**config.mk**
```make
export PLATFORM = sky130hd
export DESIGN_NAME = sprite_color_mapper_flat
export DESIGN_NICKNAME = d
export VERILOG_FILES = /design/src/rtl/sprite_color_mapper_if.sv /design/src/rtl/sprite_color_mapper.sv /design/src/flat_wrapper.sv
export SDC_FILE = /design/constraint.sdc
export NUM_CORES = 1
export LEC_CHECK = 0
export ABC_AREA = 1
export BUFFER_PORTS_ARGS = -buffer_cell sky130_fd_sc_hd__buf_2
export CAP_MARGIN = 10
export CORE_ASPECT_RATIO = 0.9
export CORE_UTILIZATION = 25
export CTS_BUF_LIST = sky130_fd_sc_hd__clkbuf_4 sky130_fd_sc_hd__clkbuf_8 sky130_fd_sc_hd__clkbuf_16
export DETAILED_ROUTE_END_ITERATION = 7
export MAX_ROUTING_LAYER = met4
export SETUP_SLACK_MARGIN = 0.5
export SLEW_MARGIN = 20
export SYNTH_ARGS = -nofsm -noshare
export SYNTH_HDL_FRONTEND = slang
export SYNTH_SLANG_ARGS = --single-unit
export TNS_END_PERCENT = 100
```
**constraint.sdc**
```tcl
create_clock -name clk -period 2.1 [get_ports clk]
set_input_delay 0.42 -clock clk [delete_from_list [all_inputs] [get_ports clk]]
set_output_delay 0.42 -clock clk [all_outputs]
set_load 0.03 [all_outputs]
```
**src/rtl/sprite_color_mapper_if.sv**
```systemverilog
`default_nettype none
// ============================================================================
// Module   : sprite_color_mapper_if
// Brief    : Host sprite-table write port, pixel input stream and colour output
//            stream of the sprite colour mapper.
// Revision : 1.0  initial release
// ============================================================================
interface sprite_color_mapper_if #(
   parameter int NUM_SPRITES = 4,
   parameter int COORD_W     = 10,
   parameter int SIZE_W      = 10,
   parameter int COLOR_W     = 8
);
   localparam int IDX_W = (NUM_SPRITES > 1) ? $clog2(NUM_SPRITES) : 1;

   logic                   frame_start;
   logic                   spr_we;
   logic [IDX_W-1:0]       spr_idx;
   logic [COORD_W-1:0]     spr_x;
   logic [COORD_W-1:0]     spr_y;
   logic [SIZE_W-1:0]      spr_size;
   logic                   spr_shape;
   logic                   spr_en;
   logic [3*COLOR_W-1:0]   spr_rgb;
   logic                   pix_valid_in;
   logic [COORD_W-1:0]     draw_x;
   logic [COORD_W-1:0]     draw_y;
   logic                   pix_valid_out;
   logic                   hit;
   logic [IDX_W-1:0]       hit_idx;
   logic [COLOR_W-1:0]     red;
   logic [COLOR_W-1:0]     green;
   logic [COLOR_W-1:0]     blue;
   logic                   commit_pending;

   modport master (
      output frame_start, spr_we, spr_idx, spr_x, spr_y, spr_size, spr_shape,
             spr_en, spr_rgb, pix_valid_in, draw_x, draw_y,
      input  pix_valid_out, hit, hit_idx, red, green, blue, commit_pending
   );

   modport slave (
      input  frame_start, spr_we, spr_idx, spr_x, spr_y, spr_size, spr_shape,
             spr_en, spr_rgb, pix_valid_in, draw_x, draw_y,
      output pix_valid_out, hit, hit_idx, red, green, blue, commit_pending
   );
endinterface
`default_nettype wire

```
**src/rtl/sprite_color_mapper.sv**
```systemverilog
`default_nettype none
// ============================================================================
// Module   : sprite_color_mapper
// Brief    : 3-stage pixel colour generator, double-buffered sprite table over
//            a gradient background. Define SPRITE_CIRCLE_EN for circle sprites.
// Revision : 1.0  initial release
// ============================================================================
module sprite_color_mapper #(
   parameter int NUM_SPRITES = 4,
   parameter int COORD_W     = 10,
   parameter int SIZE_W      = 10,
   parameter int COLOR_W     = 8
) (
   input  logic                 clk,
   input  logic                 rst_n,
   sprite_color_mapper_if.slave bus
);
   localparam int IDX_W    = (NUM_SPRITES > 1) ? $clog2(NUM_SPRITES) : 1;
   localparam int c_RGB_W  = 3 * COLOR_W;
   localparam int c_DIFF_W = COORD_W + 1;
   localparam int c_CMP_W  = (c_DIFF_W > SIZE_W) ? c_DIFF_W : SIZE_W;
`ifdef SPRITE_CIRCLE_EN
   localparam int c_SQ_W   = (2*COORD_W+3 > 2*SIZE_W) ? 2*COORD_W+3 : 2*SIZE_W;
`endif

   // Shadow / active sprite tables
   logic [COORD_W-1:0] r_sh_x    [NUM_SPRITES];
   logic [COORD_W-1:0] r_sh_y    [NUM_SPRITES];
   logic [SIZE_W-1:0]  r_sh_size [NUM_SPRITES];
   logic               r_sh_en   [NUM_SPRITES];
   logic [c_RGB_W-1:0] r_sh_rgb  [NUM_SPRITES];
   logic [COORD_W-1:0] r_act_x   [NUM_SPRITES];
   logic [COORD_W-1:0] r_act_y   [NUM_SPRITES];
   logic [SIZE_W-1:0]  r_act_size[NUM_SPRITES];
   logic               r_act_en  [NUM_SPRITES];
   logic [c_RGB_W-1:0] r_act_rgb [NUM_SPRITES];
   logic [COORD_W-1:0] w_nx_x    [NUM_SPRITES];
   logic [COORD_W-1:0] w_nx_y    [NUM_SPRITES];
   logic [SIZE_W-1:0]  w_nx_size [NUM_SPRITES];
   logic               w_nx_en   [NUM_SPRITES];
   logic [c_RGB_W-1:0] w_nx_rgb  [NUM_SPRITES];
`ifdef SPRITE_CIRCLE_EN
   logic               r_sh_circ [NUM_SPRITES];
   logic               r_act_circ[NUM_SPRITES];
   logic               w_nx_circ [NUM_SPRITES];
   logic               r1_circ   [NUM_SPRITES];
`endif
   logic               w_wr_ok;
   logic               r_pending;

   // Stage registers
   logic signed [c_DIFF_W-1:0] r1_dx   [NUM_SPRITES];
   logic signed [c_DIFF_W-1:0] r1_dy   [NUM_SPRITES];
   logic [SIZE_W-1:0]          r1_size [NUM_SPRITES];
   logic                       r1_en   [NUM_SPRITES];
   logic [c_RGB_W-1:0]         r1_rgb  [NUM_SPRITES];
   logic                       r1_valid;
   logic [3:0]                 r1_fx, r1_fy;
   logic [NUM_SPRITES-1:0]     w_hit;
   logic [NUM_SPRITES-1:0]     r2_hit;
   logic [c_RGB_W-1:0]         r2_rgb  [NUM_SPRITES];
   logic                       r2_valid;
   logic [3:0]                 r2_fx, r2_fy;
   logic                       w_win;
   logic [IDX_W-1:0]           w_win_idx;
   logic [c_RGB_W-1:0]         w_win_rgb;
   logic [COLOR_W-1:0]         w_bg_g, w_bg_b;

   assign w_wr_ok = bus.spr_we && (32'(bus.spr_idx) < NUM_SPRITES);

   // A same-cycle write is merged here so a commit picks it up.
   always_comb begin
      for (int i = 0; i < NUM_SPRITES; i++) begin
         w_nx_x[i]    = r_sh_x[i];
         w_nx_y[i]    = r_sh_y[i];
         w_nx_size[i] = r_sh_size[i];
         w_nx_en[i]   = r_sh_en[i];
         w_nx_rgb[i]  = r_sh_rgb[i];
`ifdef SPRITE_CIRCLE_EN
         w_nx_circ[i] = r_sh_circ[i];
`endif
         if (w_wr_ok && (bus.spr_idx == IDX_W'(i))) begin
            w_nx_x[i]    = bus.spr_x;
            w_nx_y[i]    = bus.spr_y;
            w_nx_size[i] = bus.spr_size;
            w_nx_en[i]   = bus.spr_en;
            w_nx_rgb[i]  = bus.spr_rgb;
`ifdef SPRITE_CIRCLE_EN
            w_nx_circ[i] = bus.spr_shape;
`endif
         end
      end
   end

   always_ff @(posedge clk or negedge rst_n) begin
      if (!rst_n) begin
         for (int i = 0; i < NUM_SPRITES; i++) begin
            r_sh_x[i]     <= '0;
            r_sh_y[i]     <= '0;
            r_sh_size[i]  <= '0;
            r_sh_en[i]    <= 1'b0;
            r_sh_rgb[i]   <= '0;
            r_act_x[i]    <= '0;
            r_act_y[i]    <= '0;
            r_act_size[i] <= '0;
            r_act_en[i]   <= 1'b0;
            r_act_rgb[i]  <= '0;
`ifdef SPRITE_CIRCLE_EN
            r_sh_circ[i]  <= 1'b0;
            r_act_circ[i] <= 1'b0;
`endif
         end
         r_pending <= 1'b0;
      end else begin
         for (int i = 0; i < NUM_SPRITES; i++) begin
            r_sh_x[i]    <= w_nx_x[i];
            r_sh_y[i]    <= w_nx_y[i];
            r_sh_size[i] <= w_nx_size[i];
            r_sh_en[i]   <= w_nx_en[i];
            r_sh_rgb[i]  <= w_nx_rgb[i];
`ifdef SPRITE_CIRCLE_EN
            r_sh_circ[i] <= w_nx_circ[i];
`endif
            if (bus.frame_start) begin
               r_act_x[i]    <= w_nx_x[i];
               r_act_y[i]    <= w_nx_y[i];
               r_act_size[i] <= w_nx_size[i];
               r_act_en[i]   <= w_nx_en[i];
               r_act_rgb[i]  <= w_nx_rgb[i];
`ifdef SPRITE_CIRCLE_EN
               r_act_circ[i] <= w_nx_circ[i];
`endif
            end
         end
         if (bus.frame_start)
            r_pending <= 1'b0;
         else if (w_wr_ok)
            r_pending <= 1'b1;
      end
   end

   assign bus.commit_pending = r_pending;

   // S1 snapshots the slot attributes with the differences so a commit
   // never mixes old and new table entries within one in-flight pixel.
   always_ff @(posedge clk or negedge rst_n) begin
      if (!rst_n) begin
         for (int i = 0; i < NUM_SPRITES; i++) begin
            r1_dx[i]   <= '0;
            r1_dy[i]   <= '0;
            r1_size[i] <= '0;
            r1_en[i]   <= 1'b0;
            r1_rgb[i]  <= '0;
`ifdef SPRITE_CIRCLE_EN
            r1_circ[i] <= 1'b0;
`endif
         end
         r1_valid <= 1'b0;
         r1_fx    <= '0;
         r1_fy    <= '0;
      end else begin
         for (int i = 0; i < NUM_SPRITES; i++) begin
            r1_dx[i]   <= $signed({1'b0, bus.draw_x}) - $signed({1'b0, r_act_x[i]});
            r1_dy[i]   <= $signed({1'b0, bus.draw_y}) - $signed({1'b0, r_act_y[i]});
            r1_size[i] <= r_act_size[i];
            r1_en[i]   <= r_act_en[i];
            r1_rgb[i]  <= r_act_rgb[i];
`ifdef SPRITE_CIRCLE_EN
            r1_circ[i] <= r_act_circ[i];
`endif
         end
         r1_valid <= bus.pix_valid_in;
         r1_fx    <= bus.draw_x[6:3];
         r1_fy    <= bus.draw_y[6:3];
      end
   end

   for (genvar i = 0; i < NUM_SPRITES; i++) begin : g_slot
      logic [c_DIFF_W-1:0] w_adx, w_ady;
      logic                w_box;
      assign w_adx = r1_dx[i][c_DIFF_W-1] ? $unsigned(-r1_dx[i]) : $unsigned(r1_dx[i]);
      assign w_ady = r1_dy[i][c_DIFF_W-1] ? $unsigned(-r1_dy[i]) : $unsigned(r1_dy[i]);
      assign w_box = (c_CMP_W'(w_adx) <= c_CMP_W'(r1_size[i])) &&
                     (c_CMP_W'(w_ady) <= c_CMP_W'(r1_size[i]));
`ifdef SPRITE_CIRCLE_EN
      logic [c_SQ_W-1:0] w_d2, w_r2;
      assign w_d2 = c_SQ_W'(w_adx) * c_SQ_W'(w_adx) + c_SQ_W'(w_ady) * c_SQ_W'(w_ady);
      assign w_r2 = c_SQ_W'(r1_size[i]) * c_SQ_W'(r1_size[i]);
      assign w_hit[i] = r1_en[i] && (r1_circ[i] ? (w_d2 <= w_r2) : w_box);
`else
      assign w_hit[i] = r1_en[i] && w_box;
`endif
   end

   always_ff @(posedge clk or negedge rst_n) begin
      if (!rst_n) begin
         for (int i = 0; i < NUM_SPRITES; i++)
            r2_rgb[i] <= '0;
         r2_hit   <= '0;
         r2_valid <= 1'b0;
         r2_fx    <= '0;
         r2_fy    <= '0;
      end else begin
         for (int i = 0; i < NUM_SPRITES; i++)
            r2_rgb[i] <= r1_rgb[i];
         r2_hit   <= w_hit;
         r2_valid <= r1_valid;
         r2_fx    <= r1_fx;
         r2_fy    <= r1_fy;
      end
   end

   // Walking downwards leaves the lowest hitting index as the winner.
   always_comb begin
      w_win     = 1'b0;
      w_win_idx = '0;
      w_win_rgb = '0;
      for (int i = NUM_SPRITES - 1; i >= 0; i--) begin
         if (r2_hit[i]) begin
            w_win     = 1'b1;
            w_win_idx = IDX_W'(i);
            w_win_rgb = r2_rgb[i];
         end
      end
   end

   if (COLOR_W == 8) begin : g_bg_8
      assign w_bg_g = COLOR_W'(8'hBF - {4'h0, r2_fx});
      assign w_bg_b = COLOR_W'(8'h7F - {4'h0, r2_fy});
   end else begin : g_bg_scaled
      localparam logic [COLOR_W-1:0] c_BG_G = COLOR_W'((32'hBF << COLOR_W) >> 8);
      localparam logic [COLOR_W-1:0] c_BG_B = COLOR_W'((32'h7F << COLOR_W) >> 8);
      assign w_bg_g = c_BG_G - COLOR_W'((32'(r2_fx) << COLOR_W) >> 4);
      assign w_bg_b = c_BG_B - COLOR_W'((32'(r2_fy) << COLOR_W) >> 4);
   end

   always_ff @(posedge clk or negedge rst_n) begin
      if (!rst_n) begin
         bus.pix_valid_out <= 1'b0;
         bus.hit           <= 1'b0;
         bus.hit_idx       <= '0;
         bus.red           <= '0;
         bus.green         <= '0;
         bus.blue          <= '0;
      end else begin
         bus.pix_valid_out <= r2_valid;
         if (!r2_valid) begin
            bus.hit     <= 1'b0;
            bus.hit_idx <= '0;
            bus.red     <= '0;
            bus.green   <= '0;
            bus.blue    <= '0;
         end else if (w_win) begin
            bus.hit     <= 1'b1;
            bus.hit_idx <= w_win_idx;
            bus.red     <= w_win_rgb[c_RGB_W-1 -: COLOR_W];
            bus.green   <= w_win_rgb[2*COLOR_W-1 -: COLOR_W];
            bus.blue    <= w_win_rgb[COLOR_W-1:0];
         end else begin
            bus.hit     <= 1'b0;
            bus.hit_idx <= '0;
            bus.red     <= '0;
            bus.green   <= w_bg_g;
            bus.blue    <= w_bg_b;
         end
      end
   end
endmodule
`default_nettype wire

```
**src/flat_wrapper.sv**
```systemverilog
// flat-port wrapper written by rule: the top's interface ports become plain ports
module sprite_color_mapper_flat 
#(
   parameter int NUM_SPRITES = 4,
   parameter int COORD_W     = 10,
   parameter int SIZE_W      = 10,
   parameter int COLOR_W     = 8
)
  (clk, rst_n, bus_frame_start, bus_spr_we, bus_spr_idx, bus_spr_x, bus_spr_y, bus_spr_size, bus_spr_shape, bus_spr_en, bus_spr_rgb, bus_pix_valid_in, bus_draw_x, bus_draw_y, bus_pix_valid_out, bus_hit, bus_hit_idx, bus_red, bus_green, bus_blue, bus_commit_pending);
  sprite_color_mapper_if #(.NUM_SPRITES(NUM_SPRITES), .COORD_W(COORD_W), .SIZE_W(SIZE_W), .COLOR_W(COLOR_W)) bus_i ();
  input  logic clk;
  input  logic rst_n;
  input wire logic [$bits(bus_i.frame_start)-1:0] bus_frame_start;
  input wire logic [$bits(bus_i.spr_we)-1:0] bus_spr_we;
  input wire logic [$bits(bus_i.spr_idx)-1:0] bus_spr_idx;
  input wire logic [$bits(bus_i.spr_x)-1:0] bus_spr_x;
  input wire logic [$bits(bus_i.spr_y)-1:0] bus_spr_y;
  input wire logic [$bits(bus_i.spr_size)-1:0] bus_spr_size;
  input wire logic [$bits(bus_i.spr_shape)-1:0] bus_spr_shape;
  input wire logic [$bits(bus_i.spr_en)-1:0] bus_spr_en;
  input wire logic [$bits(bus_i.spr_rgb)-1:0] bus_spr_rgb;
  input wire logic [$bits(bus_i.pix_valid_in)-1:0] bus_pix_valid_in;
  input wire logic [$bits(bus_i.draw_x)-1:0] bus_draw_x;
  input wire logic [$bits(bus_i.draw_y)-1:0] bus_draw_y;
  output wire logic [$bits(bus_i.pix_valid_out)-1:0] bus_pix_valid_out;
  output wire logic [$bits(bus_i.hit)-1:0] bus_hit;
  output wire logic [$bits(bus_i.hit_idx)-1:0] bus_hit_idx;
  output wire logic [$bits(bus_i.red)-1:0] bus_red;
  output wire logic [$bits(bus_i.green)-1:0] bus_green;
  output wire logic [$bits(bus_i.blue)-1:0] bus_blue;
  output wire logic [$bits(bus_i.commit_pending)-1:0] bus_commit_pending;
  assign bus_i.frame_start = bus_frame_start;
  assign bus_i.spr_we = bus_spr_we;
  assign bus_i.spr_idx = bus_spr_idx;
  assign bus_i.spr_x = bus_spr_x;
  assign bus_i.spr_y = bus_spr_y;
  assign bus_i.spr_size = bus_spr_size;
  assign bus_i.spr_shape = bus_spr_shape;
  assign bus_i.spr_en = bus_spr_en;
  assign bus_i.spr_rgb = bus_spr_rgb;
  assign bus_i.pix_valid_in = bus_pix_valid_in;
  assign bus_i.draw_x = bus_draw_x;
  assign bus_i.draw_y = bus_draw_y;
  assign bus_pix_valid_out = bus_i.pix_valid_out;
  assign bus_hit = bus_i.hit;
  assign bus_hit_idx = bus_i.hit_idx;
  assign bus_red = bus_i.red;
  assign bus_green = bus_i.green;
  assign bus_blue = bus_i.blue;
  assign bus_commit_pending = bus_i.commit_pending;
  sprite_color_mapper #(.NUM_SPRITES(NUM_SPRITES), .COORD_W(COORD_W), .SIZE_W(SIZE_W), .COLOR_W(COLOR_W)) u_core (.clk(clk), .rst_n(rst_n), .bus(bus_i));
endmodule
```
==> results.cfg, run 1 <==
[place]
io_buffers = 110
dp_hpwl_um = 59700
gp_congestion = 0.831
place_area_um2 = 37300

[drt]
wirelength_um = 84800
drt_iter0_drc = 1239
wl_met1_um = 42300
ant_nets = 0
highest_layer = met4
drc = 0
wl_met2_um = 36300
wl_met3_um = 4770
wl_per_cell_um = 16.5
vias = 21981
first_pass_iters = 8
vias_per_cell = 4.27

[yosys]
yosysSeqAreaShare_pct = 61.3
synth_fp_nets = 3305
synth_edf_count = 0
ys.flop_type = dfrtp_1
ys_warn_count = 0
yosysUniqueCellTypes = 39
synth.avg_cell_area_um2 = 10.9
netlist_area_um2 = 33300
synth_seq_cells = 815
async_flop_share_pct = 100
synth_cells = 3046

[timing]
min_period_over_period_pct = 110
worst_slew_pin_slew_ns = 0.470
setup_viol = 4
slew_headroom_pct = 68.7
fin_crit_ns = 2.30
fin_setup_tns_ns = -0.347
grt_setup_unrepaired = true
finalWorstSetupSlack_ns = -0.202
fmax_mhz = 434
finClkSkew_ns = 0.0235
hold_viol_final = 0
slew_viol_final = 0

[final_layout]
fillCellCount = 13194
drive_above_1_share_pct = 25.5
final_area_um2 = 42000
syn2layout_area_growth_pct = 26.3
fin_nets = 3608
final_common_cell = dfrtp_1
layout_common_cells = dfrtp_1 (810), nand2_1 (550), o21ai_0 (323)

[worst_setup_path]
path_max_fanout = 2
rr_startpoint = u_core.r1_dy[12]$_DFF_PN0_
arrival_ns = 2.88
start_kind = flop
crit_start = u_core.r1_dy[12]$_DFF_PN0_
crit_type = reg -> reg
worstPathRequired_ns = 2.68
end_kind = flop

[clock_network]
cts_buffers = 75
worstSkewPairLatency_ns = 0.67
cts_buffer_depth = 3
cts_tree = done
clk_pin_slew_worst_paths_ns = 0.06
cts.sinks = 815
clockRootBuffer = clkbuf_16
h-tree-depth = 3

[hold_path]
hold_class = in -> reg
min_from = bus_draw_x[3]

[floorplanning]
core.rowCount = 126
coreArea_um2 = 132000
dieArea_um2 = 135000
initial_core_util_pct = 25.3
die_height_um = 348
die_w_um = 387
ios = 112

[grt]
track_usage_pct = 12.9
grt_pass1_wl_um = 130000
overflow = 0
grt_pass1_vias = 21639
grt_max_degree = 85
antenna_found_initial = 16

[pwr]
p_per_area_nw_per_um2 = 1200
p_comb_share_pct = 30.1
power_frac_seq_pct = 41.1
p_sw_share_pct = 33.1
internal_power_mw = 33.8
cellLeakagePower_nw = 19.7
ir_drop_mv = 0.705
p_sw_mw = 16.7
pwr-share-clk_pct = 28.8

[outcome]
status = finished, violations left
violations = setup timing

[run]
drv_cap = 0
per-stage QoR:
step	cells	utilization (%)	worst slack (ns)	hold WS, ns	power [mW]
final	5143	31.9	-0.202	0.0833	50.5
after global routing	5142	31.9	-0.402	0.0421	53.6
after CTS	5109	31.2	-0.167	0.0123	49.9
after detailed placement	4929	28.3	-0.220	0.335	34.1
after global placement	4929	28.3	-0.237	0.331	33.7
after floorplan	3046	-	-0.0160	0.124	29.2
path summary, 6_finish.rpt:
path	to	slack (ns)	depth (start not counted)
max	u_core.r2_hit[2]$_DFF_PN0_	-0.20	19
max reg2reg	u_core.r2_hit[2]$_DFF_PN0_	-0.20	19
min in group asynchronous	u_core.bus.pix_valid_out$_DFF_PN0_	0.26	2
min reg2reg	u_core.r2_fx[1]$_DFF_PN0_	0.34	0
max in group asynchronous	u_core.r_sh_y[2]$_DFF_PN0_	1.00	4
min	u_core.r1_fx[0]$_DFF_PN0_	0.08	2
power groups by stage:
stage	clock [mW]	combinational [mW]	sequential, mW
6_report	14.6	15.2	20.7
5_1_grt	15.5	17.0	21.1
4_1_cts	14.9	14.2	20.7
3_5_place_dp	0	13.2	20.9
3_3_place_gp	0	13.0	20.8
2_1_floorplan	0	8.51	20.7
critical path, cell delays in order (launching register included):
cell,delay [ns]
dfrtp_1,0.36
inv_2,0.06
ha_4,0.15
inv_2,0.07
nor3_4,0.04
nor3b_4,0.15
or2_4,0.26
xnor2_2,0.13
ha_1,0.30
nand2_1,0.08
nand2_1,0.06
a21oi_2,0.10
nand2_1,0.06
nand2_1,0.06
nand2_1,0.05
nand2_1,0.06
nand2_1,0.04
nand2_1,0.05
nand2_1,0.05
nor2_1,0.12
cells in the mapped netlist (8+ instances only):
library cell,instances,share of area (%)
inv_1,318,3.6
clkbuf_1,44,0.50
ha_1,168,6.3
o221ai_1,9,0.24
dfrtp_1,815,61
nand4_1,10,0.19
a221oi_1,12,0.32
xor2_1,91,2.4
a21o_1,15,0.34
mux2_2,148,5.0
o211ai_1,19,0.43
nand2_1,575,6.5
o21ai_0,354,5.3
fa_1,8,0.48
nor3_1,26,0.39
nand3_1,42,0.63
nor2_1,124,1.4
buf_2,38,0.57
a21oi_1,137,2.1
a31oi_1,9,0.17
xnor2_1,33,0.87
routing by layer:
metal | global-route usage (%) | vias to the layer above
li1 | - | 10602
met1 | 18.7 | 10794
met2 | 18.3 | 468
met3 | 2.56 | 117
met4 | 3.13 | 0
met5 | - | -
cells by family (layout without fill, tap and decap cells):
logic type | count (synthesis) | in the layout | share of synthesized area, %
buf+inv | 418 | 777 | 4.90
compound gates | 573 | 573 | 9.31
mux | 148 | 148 | 5.01
flops | 815 | 815 | 61.3
fa+ha+maj | 176 | 176 | 6.80
other cells | 0 | 10 | 0
simple gates | 792 | 792 | 9.40
xor+xnor | 124 | 124 | 3.26
area by class of cell:
class | instances | area [um2] | share of cell area (%)
Sequential cell | 815 | 20400 | 48.6
Multi-Input combinational cell | 1813 | 12700 | 30.2
Timing Repair Buffer | 321 | 2870 | 6.83
Tap cell | 1728 | 2160 | 5.15
Clock buffer | 101 | 2150 | 5.13
Inverter | 323 | 1220 | 2.91
Clock inverter | 32 | 505 | 1.20
Antenna cell | 10 | 25.0 | 0.0596
repair_timing:
item | 4_1_cts | 5_1_grt
gates cloned | 0 | 0
hold buffers | 6 | 0
buffers inserted | 41 | 24
gates resized for setup | 197 | 171
hold endpoints to repair | 64 | 0
setup endpoints to repair | 89 | 94
pin swaps | 46 | 88
state kept, by name, indices dropped and copies added (netlist names), 4 cells and up:
signal / count
u_core.r_sh_size: 40
u_core.r_act_size: 40
u_core.r1_rgb: 96
u_core.r2_fy: 4
u_core.r2_rgb: 96
u_core.r2_hit: 4
u_core.r1_dx: 44
u_core.r_sh_en: 4
u_core.r_sh_y: 40
u_core.r_act_rgb: 96
u_core.r1_fy: 4
u_core.r_act_en: 4
u_core.r2_fx: 4
u_core.r1_fx: 4
u_core.r1_size: 40
u_core.r_sh_x: 40
u_core.r1_en: 4
u_core.r_sh_rgb: 96
u_core.r_act_x: 40
u_core.bus.green: 8
u_core.r_act_y: 40
u_core.r1_dy: 44
u_core.bus.blue: 8
u_core.bus.red: 8
Power figures use the tool's default switching activity.
==> inputs of run 2 (changes only) <==
--- a/config.mk
+++ b/config.mk
@@ -9,6 +9,7 @@
 export BUFFER_PORTS_ARGS = -buffer_cell sky130_fd_sc_hd__buf_2
 export CAP_MARGIN = 10
 export CORE_ASPECT_RATIO = 0.9
+export CORE_MARGIN = 5
 export CORE_UTILIZATION = 25
 export CTS_BUF_LIST = sky130_fd_sc_hd__clkbuf_4 sky130_fd_sc_hd__clkbuf_8 sky130_fd_sc_hd__clkbuf_16
 export DETAILED_ROUTE_END_ITERATION = 7
==> run 2 against run 1 <==
The flow still finishes with violations (setup timing). Clock power is essentially flat. Register-to-register slack improved by 0.07 ns. Via count hardly changed. Maximum frequency up 3.0%. Sequential power hardly changed. Global-route usage fell by 0.59 points. Sequential share of layout area is 0.56 points higher. Clock skew grew 0.024 ns. Clock-buffer cell count up 7. Final cell count is 0.47% lower. Flip-flop and latch count unchanged. Largest power group unchanged.
==> results.cfg, run 2 (same netlist as run 1, synthesis figures left out) <==
[timing]
slew_viol_final = 0
whs_ns = 0.0771
min_period_over_period_pct = 106
grt_setup_unrepaired = true
slew_headroom_pct = 59.9
fin_crit_ns = 2.23
fmax_mhz = 448
finClkSkew_ns = 0.0470
hold_viol_final = 0
setup_viol = 3
worst_slew_pin_slew_ns = 0.602
finalWorstSetupSlack_ns = -0.134

[grt]
overflow = 0
grt_pass1_wl_um = 131000
track_usage_pct = 12.3
antenna_found_initial = 11
grt_max_degree = 117
grt_pass1_vias = 21782

[clock_network]
h-tree-depth = 3
clk_pin_slew_worst_paths_ns = 0.06
cts_tree = done
cts.sinks = 815
cts_buffers = 78
cts_buffer_depth = 3
clockRootBuffer = clkbuf_16
worstSkewPairLatency_ns = 0.67

[worst_setup_path]
crit_type = reg -> reg
arrival_ns = 2.83
path_max_fanout = 2
endpoint = u_core.r2_hit[2]$_DFF_PN0_
rr_startpoint = u_core.r1_dy[12]$_DFF_PN0_
r2r_cells = 18
r2r-end = u_core.r2_hit[2]$_DFF_PN0_
worstPathRequired_ns = 2.69
crit_start = u_core.r1_dy[12]$_DFF_PN0_
r2r_slack_ns = -0.13
end_kind = flop
start_kind = flop

[floorplanning]
initial_core_util_pct = 25.1
dieArea_um2 = 140000
die_w_um = 395
core.rowCount = 127
die_height_um = 356
coreArea_um2 = 133000
ios = 112

[drt]
first_pass_iters = 5
vias_per_cell = 4.29
drt_iter0_drc = 1460
wirelength_um = 85000
wl_per_cell_um = 16.6
drc = 0
vias = 21975
ant_nets = 0

[pwr]
p_per_area_nw_per_um2 = 1200
power.total_mw = 50.0
cellLeakagePower_nw = 19.5
ir_drop_mv = 0.629

[final_layout]
drive_above_1_share_pct = 23.6
final_area_um2 = 41500
final_common_cell = dfrtp_1
layout_common_cells = dfrtp_1 (812), nand2_1 (558), o21ai_0 (323)
fin_util_pct = 31.3
syn2layout_area_growth_pct = 24.8
fillCellCount = 13325
fin_nets = 3572
seqCellArea_um2 = 20400
multi_input_area_um2 = 12500

[place]
dp_hpwl_um = 59500
place_area_um2 = 37200
gp_congestion = 0.833
io_buffers = 110

[run]
drv_cap = 0

[hold_path]
hold_class = in -> reg

[outcome]
status = finished, violations left
violations = setup timing
## run 2: changes by cell type in the layout (fill, tap and decap cells not counted), moves of 6 or more
| cell | delta |
|---|---|
| inv_2 | -13 |
| buf_12 | -7 |
| nand2_2 | -6 |
| buf_4 | -28 |
| nand2_1 | +8 |
| inv_1 | +14 |
## run 2: stage by stage
| step | setup WS (ns) | instances | setup TNS (ns) |
|---|---|---|---|
| 2_1_floorplan | -0.0160 | 3046 | -0.0160 |
| 3_3_place_gp | -0.248 | 4940 | -0.353 |
| 3_5_place_dp | -0.167 | 4940 | -0.371 |
| 4_1_cts | -0.151 | 5098 | -0.279 |
| 5_1_grt | -0.384 | 5119 | -1.10 |
| 6_report | -0.134 | 5119 | -0.258 |
## run 2: worst min path at each step
| stage | to | depth (start not counted) | slack (ns) | startpoint |
|---|---|---|---|---|
| after floorplan | u_core.bus.blue[0]$_DFF_PN0_ | 0 | 0.12 | rst_n |
| after global placement | u_core.r_sh_size[34]$_DFF_PN0_ | 1 | 0.33 | rst_n |
| after detailed placement | u_core.r1_size[34]$_DFF_PN0_ | 1 | 0.32 | rst_n |
| after CTS | u_core.r1_fy[1]$_DFF_PN0_ | 1 | 0.003 | bus_draw_y[4] |
| after global routing | u_core.r1_fx[0]$_DFF_PN0_ | 2 | 0.04 | bus_draw_x[3] |
| final | u_core.r1_fx[0]$_DFF_PN0_ | 2 | 0.08 | bus_draw_x[3] |
## run 2: layer usage
layer	global-route usage (%)	routed length, um	part of all wire (%)
met5	-	0	0
met4	2.40	1240	1.5
met1	17.6	42400	50
met2	17.6	36300	43
met3	3.39	5050	5.9
## run 2: critical path, stage by stage (launching register included)
cell     delay [ns]
dfrtp_1        0.39
inv_2          0.08
ha_4           0.13
inv_2          0.03
nor3_2         0.13
nor3b_4        0.23
buf_4          0.14
a21oi_1        0.06
xor2_1         0.19
ha_1           0.29
nand2_1        0.09
inv_1          0.04
nand2_1        0.06
nand2_1        0.04
nand2_1        0.05
nand2_1        0.04
nand2_1        0.05
nand2_1        0.05
nor2_1         0.08
## run 2: timing repair
item | CTS | global route
resized for setup | 143 | 176
pin swaps | 26 | 60
endpoints found under the hold margin | 219 | 0
buffers inserted | 14 | 16
hold buffers | 4 | 0
endpoints found under the setup margin | 82 | 95
## run 2: layout make-up
cell class	instances	area share (%)
inverter	323	2.94
antenna	5	0.0301
clock inverter	32	1.06
clock buffer	108	5.47
multi-input combinational	1813	30.2
tap	1741	5.25
timing repair buffer	282	5.96
sequential	815	49.1
## run 2: report_power, final
group	switching, mW	total (mW)	internal (mW)
combinational	8.45	14.6	6.12
sequential	1.75	20.7	19.0
clock	6.30	14.7	8.43
total	16.5	50.0	33.5
==> inputs of run 3 (changes only) <==
--- a/config.mk
+++ b/config.mk
@@ -15,6 +15,7 @@
 export DETAILED_ROUTE_END_ITERATION = 7
 export MAX_ROUTING_LAYER = met4
 export SETUP_SLACK_MARGIN = 0.5
+export SKIP_CTS_REPAIR_TIMING = 1
 export SLEW_MARGIN = 20
 export SYNTH_ARGS = -nofsm -noshare
 export SYNTH_HDL_FRONTEND = slang
==> run 3 against run 2 <==
The flow still finishes with violations (setup timing). Via count is essentially flat. Largest power group unchanged. Final area shrank 0.11%. Critical endpoint unchanged. Wire length shrank 0.48%. Global-route usage shrank 0.11 points. Clock power is essentially flat. Setup slack lost 0.041 ns. Total power is essentially flat. Highest routed layer unchanged. Final cell count is essentially flat.
==> results.cfg, run 3 (same netlist as run 1, synthesis figures left out) <==
[timing]
finClkSkew_ns = 0.0414
finalWorstSetupSlack_ns = -0.175
slew_headroom_pct = 60.2
min_period_over_period_pct = 108
fin_crit_ns = 2.28
hold_viol_final = 0
slew_viol_final = 0
setup_viol = 3
worst_slew_pin_slew_ns = 0.596
fmax_mhz = 439
grt_setup_unrepaired = true
whs_ns = 0.0716

[clock_network]
cts.sinks = 815
clockRootBuffer = clkbuf_16
cts_tree = done
cts_buffers = 78
h-tree-depth = 3
clk_pin_slew_worst_paths_ns = 0.06
worstSkewPairLatency_ns = 0.67
cts_buffer_depth = 3

[outcome]
violations = setup timing
status = finished, violations left

[pwr]
cellLeakagePower_nw = 19.5
ir_drop_mv = 0.619
p_per_area_nw_per_um2 = 1210
power.total_mw = 50.0

[final_layout]
fin_util_pct = 31.3
final_area_um2 = 41500
fin_nets = 3567
final_common_cell = dfrtp_1
syn2layout_area_growth_pct = 24.7
drive_above_1_share_pct = 23.5
fin_cells = 5114
layout_common_cells = dfrtp_1 (812), nand2_1 (559), o21ai_0 (324)

[grt]
grt_pass1_wl_um = 129000
grt_max_degree = 117
track_usage_pct = 12.2
antenna_found_initial = 11
grt_pass1_vias = 21525
overflow = 0

[worst_setup_path]
crit_type = reg -> reg
path_max_fanout = 2
end_kind = flop
worstPathRequired_ns = 2.69
start_kind = flop
arrival_ns = 2.86

[place]
dp_hpwl_um = 59500
gp_congestion = 0.833
io_buffers = 110
placed_cells = 4940
place_area_um2 = 37200

[floorplanning]
die_w_um = 395
core.rowCount = 127
coreArea_um2 = 133000
initial_core_util_pct = 25.1
ios = 112
die_height_um = 356
dieArea_um2 = 140000

[drt]
drt_iter0_drc = 1472
first_pass_iters = 5
ant_nets = 0
wirelength_um = 84600
drc = 0
wl_per_cell_um = 16.5
vias_per_cell = 4.30
vias = 21996

[run]
drv_cap = 0

[hold_path]
hold_class = in -> reg
## run 3: changes by cell type in the layout (fill, tap and decap cells not counted), sizes merged
| cell | previous run | this run |
|---|---|---|
| buf | 278 | 274 |
| clkinv | 21 | 22 |
| dlygate4sd3 | 4 | 3 |
| inv | 324 | 323 |
## run 3: routing by layer
| layer | up-vias | GRT usage (%) | part of all wire, % |
|---|---|---|---|
| met3 | 101 | 3.03 | 5.8 |
| met1 | 10910 | 17.8 | 50 |
| met2 | 475 | 17.4 | 43 |
| li1 | 10510 | - | - |
| met4 | 0 | 2.23 | 1.5 |
| met5 | - | - | 0 |
## run 3: worst max-delay path, cell delays in order, from the launching register on
cell,delay (ns)
dfrtp_1,0.37
inv_1,0.08
ha_2,0.17
inv_2,0.04
nor3_2,0.13
nor3b_4,0.23
buf_4,0.14
a21oi_1,0.06
xor2_1,0.19
ha_1,0.29
nand2_1,0.09
inv_1,0.04
nand2_1,0.06
nand2_1,0.04
nand2_1,0.05
nand2_1,0.04
nand2_1,0.05
nand2_1,0.05
nor2_1,0.09
## run 3: final cells by class
class	count	area, um2
Sequential cell	815	20400
Timing Repair Buffer	277	2450
Tap cell	1741	2180
Antenna cell	5	12.5
Clock inverter	32	440
Multi-Input combinational cell	1813	12500
Clock buffer	108	2270
Fill cell	13343	91200
Inverter	323	1220
## run 3: power by group
| part | internal (mW) | leakage (nW) | switching (mW) |
|---|---|---|---|
| registers | 19.0 | 10.1 | 1.73 |
| logic | 6.13 | 7.99 | 8.44 |
| clock network | 8.43 | 1.35 | 6.28 |
| total | 33.5 | 19.5 | 16.5 |
## run 3: worst paths after layout
kind	start	to	slack, ns	depth (start not counted)
min in group asynchronous	rst_n	u_core.r_sh_y[0]$_DFF_PN0_	0.23	2
worst max register to register	u_core.r1_dy[12]$_DFF_PN0_	u_core.r2_hit[2]$_DFF_PN0_	-0.18	18
worst min register to register	u_core.r_act_size[18]$_DFFE_PN0P_	u_core.r1_size[18]$_DFF_PN0_	0.34	0
worst min-delay path	bus_draw_x[3]	u_core.r1_fx[0]$_DFF_PN0_	0.07	2
worst max-delay path	u_core.r1_dy[12]$_DFF_PN0_	u_core.r2_hit[2]$_DFF_PN0_	-0.18	18
max in group asynchronous	rst_n	u_core.r_sh_rgb[18]$_DFF_PN0_	1.01	3
## run 3: through the flow
stage	TNS [ns]	setup slack, ns
after global placement	-0.353	-0.248
after detailed placement	-0.371	-0.167
after floorplan	-0.0160	-0.0160
after global routing	-1.08	-0.407
final	-0.355	-0.175
after CTS	-0.453	-0.176
